`src/rtl/qspi_arb.sv`:
```
// qspi_arb: arbitrates icache and dcache line transfers onto the single QSPI port.
// One owner at a time; its tag, device select and direction are latched for the whole
// transfer. A starvation counter bounds consecutive dcache wins while icache waits.
module qspi_arb #(
  parameter int unsigned PA          = 24,
  parameter int unsigned LINE_LENGTH = 4,
  parameter int unsigned STARVE      = 3,
  localparam int unsigned TW         = PA - $clog2(LINE_LENGTH)
) (
  input  logic          clk,
  input  logic          reset,
  input  logic          i_req,
  input  logic [TW-1:0] i_tag,
  input  logic [1:0]    i_mem,
  output logic          i_ack,
  input  logic          d_req,
  input  logic          d_write,
  input  logic [TW-1:0] d_tag,
  input  logic [1:0]    d_mem,
  output logic          d_ack,
  output logic          q_req,
  output logic          q_i_d,
  output logic          q_write,
  output logic [TW-1:0] q_paddr,
  output logic [1:0]    q_mem,
  input  logic          q_done,
  output logic          busy
);

  localparam int unsigned CntW = $clog2(STARVE + 1);
  localparam logic [CntW-1:0] CntMax = CntW'(STARVE);

  typedef enum logic [2:0] {
    StIdle,
    StGrantI,
    StGrantD,
    StDoneI,
    StDoneD
  } state_e;

  state_e          state;
  logic [CntW-1:0] starve_cnt;

  // Arbitration, transfer sequencing and latching of the winner's attributes.
  always_ff @(posedge clk) begin
    if (reset) begin
      state      <= StIdle;
      starve_cnt <= '0;
      q_i_d      <= 1'b0;
      q_write    <= 1'b0;
      q_paddr    <= '0;
      q_mem      <= 2'b00;
    end else begin
      unique case (state)
        StIdle: begin
          // dcache wins ties until it has starved icache for STARVE grants in a row.
          if (d_req && (!i_req || (starve_cnt != CntMax))) begin
            state   <= StGrantD;
            q_i_d   <= 1'b0;
            q_write <= d_write;
            q_paddr <= d_tag;
            q_mem   <= d_mem;
            if (i_req) begin
              starve_cnt <= (starve_cnt == CntMax) ? CntMax : starve_cnt + 1'b1;
            end else begin
              starve_cnt <= '0;
            end
          end else if (i_req) begin
            state      <= StGrantI;
            q_i_d      <= 1'b1;
            q_write    <= 1'b0;
            q_paddr    <= i_tag;
            q_mem      <= i_mem;
            starve_cnt <= '0;
          end
        end
        StGrantI: if (q_done) state <= StDoneI;
        StGrantD: if (q_done) state <= StDoneD;
        StDoneI,
        StDoneD:  state <= StIdle;
        default:  state <= StIdle;
      endcase
    end
  end

  // Handshake outputs are pure state decodes, so no input reaches an output combinationally.
  always_comb begin
    q_req = (state == StGrantI) || (state == StGrantD);
    i_ack = (state == StDoneI);
    d_ack = (state == StDoneD);
    busy  = (state != StIdle);
  end

endmodule

```
`config.mk`:
```
export PLATFORM = sky130hd
export DESIGN_NAME = qspi_arb
export DESIGN_NICKNAME = d
export VERILOG_FILES = /design/src/rtl/qspi_arb.sv
export SDC_FILE = /design/constraint.sdc
export NUM_CORES = 1
export LEC_CHECK = 0
export ABC_CLOCK_PERIOD_IN_PS = 2300
export CAP_MARGIN = 20
export CORE_MARGIN = 2
export CORE_UTILIZATION = 40
export DETAILED_ROUTE_END_ITERATION = 16
export PLACE_DENSITY = 0.78
export SKIP_CTS_REPAIR_TIMING = 1
export SYNTH_ARGS = -nofsm -noshare
export SYNTH_HDL_FRONTEND = slang
export SYNTH_SLANG_ARGS = --single-unit
```
`constraint.sdc`:
```
create_clock -name clk -period 2.3 [get_ports clk]
set_input_delay 0.575 -clock clk [delete_from_list [all_inputs] [get_ports clk]]
set_output_delay 0.575 -clock clk [all_outputs]
set_load 0.005 [all_outputs]
```
==> impl_results.md <==
- Reg2Reg Launch Point: state[0]$_SDFFE_PP0P_
- Synthesis Warnings: 0
- Met1 usage: ~27%
- Crit. End Element: output port
- Crit path required time: ~1700 ps
- Final setup fails: 0
- Die ar.: roughly 0.0051 mm^2
- Final wirelength: 5.009 mm
- TritonCTS buffer count: 5
- Internal power: 0.001116 W
- H-tree levels: 2
- Dominant cells by area after synthesis: dfxtp_1 34%, a221oi_2 16%, o32ai_2 8.9%
- Root buffer cell: clkbuf_8
- Slew Limit Headroom: 35.03%
- Initial Util: a little over two fifths
- Clk Latency, worst-skew pair: approximately 280 ps
- Busiest grt layer: met2
- Final hold violations: 0
- Synth area leader: dfxtp_1
- Remaining antenna violation count: 0
- Met2 GRT Util: 31.89%
- Sw frac: between 20 and 30%
- Slew Viols, Final: 0
- # nets final: 318
- Worst Setup Start Kind: register
- Mapped cell area: 0.001827 mm^2
- Placer Congestion: about 0.72
- Maximum VDD drop: 267.9 uV
- Total GRT Usage: between 20% and 30%
- Crit path from: state[2]$_SDFFE_PP0P_
- Worst reg2reg endpoint: q_paddr[5]$_SDFFE_PP0P_
- TritonRoute pass-1 iters: 4
- Crit-path cells: nor3b_1 -> clkdlybuf4s50_1
- Min Tclk post-route: 2093 ps
- Max cap viols: 0
- Status: completed
- Comb pwr share: roughly 35%
- Crit share post-route: 91.00%
- Worst-Margin Slew: 970.9 ps
- P_leak: between 0.9 and 1 nW
- CTS tree: built
- Flop pwr share: 41.3%
- Area delta synth->final: 51.92%
- Unrepaired setup endpoints after global routing: no
- Crit-path slowest cell: clkdlybuf4s50_1
- Worst Skew: 4.165 ps
- Width of the chip: 71.58 um
- # diodes: 0
- CP max FO: 7
- Iter 0 DRT Violations: 97
- PortBufs: 83
- Post-DP HPWL: between 3 and 4 mm
- Routed len/inst: 15.90 um
- Core Area: roughly 0.0044 mm^2
- Worst reg2reg path depth: 4
- Sequential fraction of the synthesis area: 33.97%
- TritonCTS Sinks: 31
- # IOs: 84
- DIE HEIGHT: 71.58 um
- Largest net degree at the start of global routing: 31
- Routed vias/inst: 5.337
- Overflow after GRT: 0
- Synth Area per Inst: roughly 10 um^2
- Maximum buffer depth of the clock tree: 2
- Design area: 0.002775 mm^2
- Clk slew on worst S/H paths: 60 ps
- CP Data Arrival Time: 1520 ps
- Global-route met3 utilization: 5.485%
- Pwr Density: 563.0 mW/mm^2
- Setup CP Type: reg2out
- Crit-path max cell delay: around 540 ps
- Place WS: -27.71 ps
- Hold WC Path Type: reg2reg
- Vias post-DR: roughly 1700
- Synth Instances: roughly 180
- Mapped Nets: approximately 240
- Critical path destination: d_ack
- Row count: 24
- NetSw: 0.0004468 W
- First-pass GRT wire length: 8.176 mm
- Fmax: roughly 0.48 GHz
- DRC: 0
- Post-synth top area share: roughly a third
- Final WS setup: 206.9 ps
- Layout cells sized above 1: 20.53%
- R2R Setup Slk: 340 ps
- Clk network pwr share: 24.3%
- Dpl cell area: 0.002703 mm^2
- Initial antenna violation count: 0
- Vias in the first global route: between 1500 and 2000
- Netlist cell types: 33
- #FFs+latches synth: 31
==> logic make-up (layout without fill, tap and decap cells) <==
kind of cell    after synthesis  after routing  synth area share (%)
xor+xnor                      1              1                0.4795
compound gates               60             60                 38.84
flops                        31             31                 33.97
buf+inv                      47            128                 11.92
simple gates                 43             43                 14.80
==> placed cells by master, fill, tap and decap left out, drive strengths merged, types with 2 or more instances in the layout <==
master,instances
a21oi,3
nor2,4
buf,14
inv,26
nand2b,24
clkbuf,6
nand2,2
o32ai,24
nor2b,3
dfxtp,31
a221oi,24
nand4b,3
o21ai,4
nor3,3
clkdlybuf4s50,82
==> worst max-delay path: cells and delay by family, from the launching register on <==
kind	cells	cell delay, ps
and+or+nand+nor	1	220
buffers and inverters	1	540
DFF	1	480
==> Yosys cell counts (all sizes together) <==
| master | count |
|---|---|
| buf | 14 |
| a211oi | 1 |
| nor2b | 3 |
| o311a | 1 |
| xnor2 | 1 |
| o21ai | 4 |
| o21a | 1 |
| and3 | 1 |
| a31oi | 1 |
| nand2 | 2 |
| a21oi | 3 |
| nand4b | 3 |
| nand2b | 24 |
| clkbuf | 7 |
| o32ai | 24 |
| nand4 | 1 |
| nor3 | 3 |
| nor3b | 1 |
| inv | 26 |
| a221oi | 24 |
| nor4 | 1 |
| dfxtp | 31 |
| nor2 | 4 |
| a21boi | 1 |
==> power by group through the flow <==
stage,sequential (W),combinational [W],clock [W]
6_report,0.000645,0.000538,0.000379
5_1_grt,0.000653,0.000580,0.000415
4_1_cts,0.000645,0.000542,0.000395
3_5_place_dp,0.000656,0.000539,0
3_3_place_gp,0.000655,0.000532,0
2_1_floorplan,0.000651,0.000281,0
==> flip-flops by register name, indices dropped and copies added, names as in the netlist <==
name	count
q_i_d	1
q_write	1
state	3
starve_cnt	2
q_mem	2
q_paddr	22
==> per-stage QoR <==
step / utilization [%] / total power (W) / std cells / TNS, ps / hold WS, ps
after floorplan: - / 0.0009316 / 182 / 0 / 458.9
after global placement: 61.64 / 0.001187 / 309 / 0 / 446.9
after detailed placement: 61.64 / 0.001195 / 309 / -36.64 / 449.5
after CTS: 63.30 / 0.001582 / 315 / 0 / 458.8
after global routing: 63.30 / 0.001648 / 315 / 0 / 471.0
final: 63.30 / 0.001563 / 315 / 0 / 457.7
==> cell type report <==
class | count | area [um^2]
Sequential cell | 31 | 620.6
Clock buffer | 6 | 72.57
Fill cell | 385 | 1609
Multi-Input combinational cell | 104 | 996.0
Tap cell | 52 | 65.06
Inverter | 26 | 97.59
Timing Repair Buffer | 96 | 923.4
==> metal layers <==
layer,vias to the layer above,part of all wire (%)
li1,843,-
met1,792,46
met2,41,48
met3,5,4.4
met4,0,1.2
met5,-,0
==> worst min path at each step <==
stage                                   startpoint                  endpoint  slack (ps)  cells past startpoint
after floorplan              q_mem[0]$_SDFFE_PP0P_     q_mem[0]$_SDFFE_PP0P_         460                      2
after global placement       q_mem[0]$_SDFFE_PP0P_     q_mem[0]$_SDFFE_PP0P_         450                      2
after detailed placement     q_mem[0]$_SDFFE_PP0P_     q_mem[0]$_SDFFE_PP0P_         450                      2
after CTS                    q_mem[0]$_SDFFE_PP0P_     q_mem[0]$_SDFFE_PP0P_         460                      2
after global routing      q_paddr[17]$_SDFFE_PP0P_  q_paddr[17]$_SDFFE_PP0P_         470                      2
final                        q_mem[0]$_SDFFE_PP0P_     q_mem[0]$_SDFFE_PP0P_         460                      2
Power figures use the tool's default switching activity.
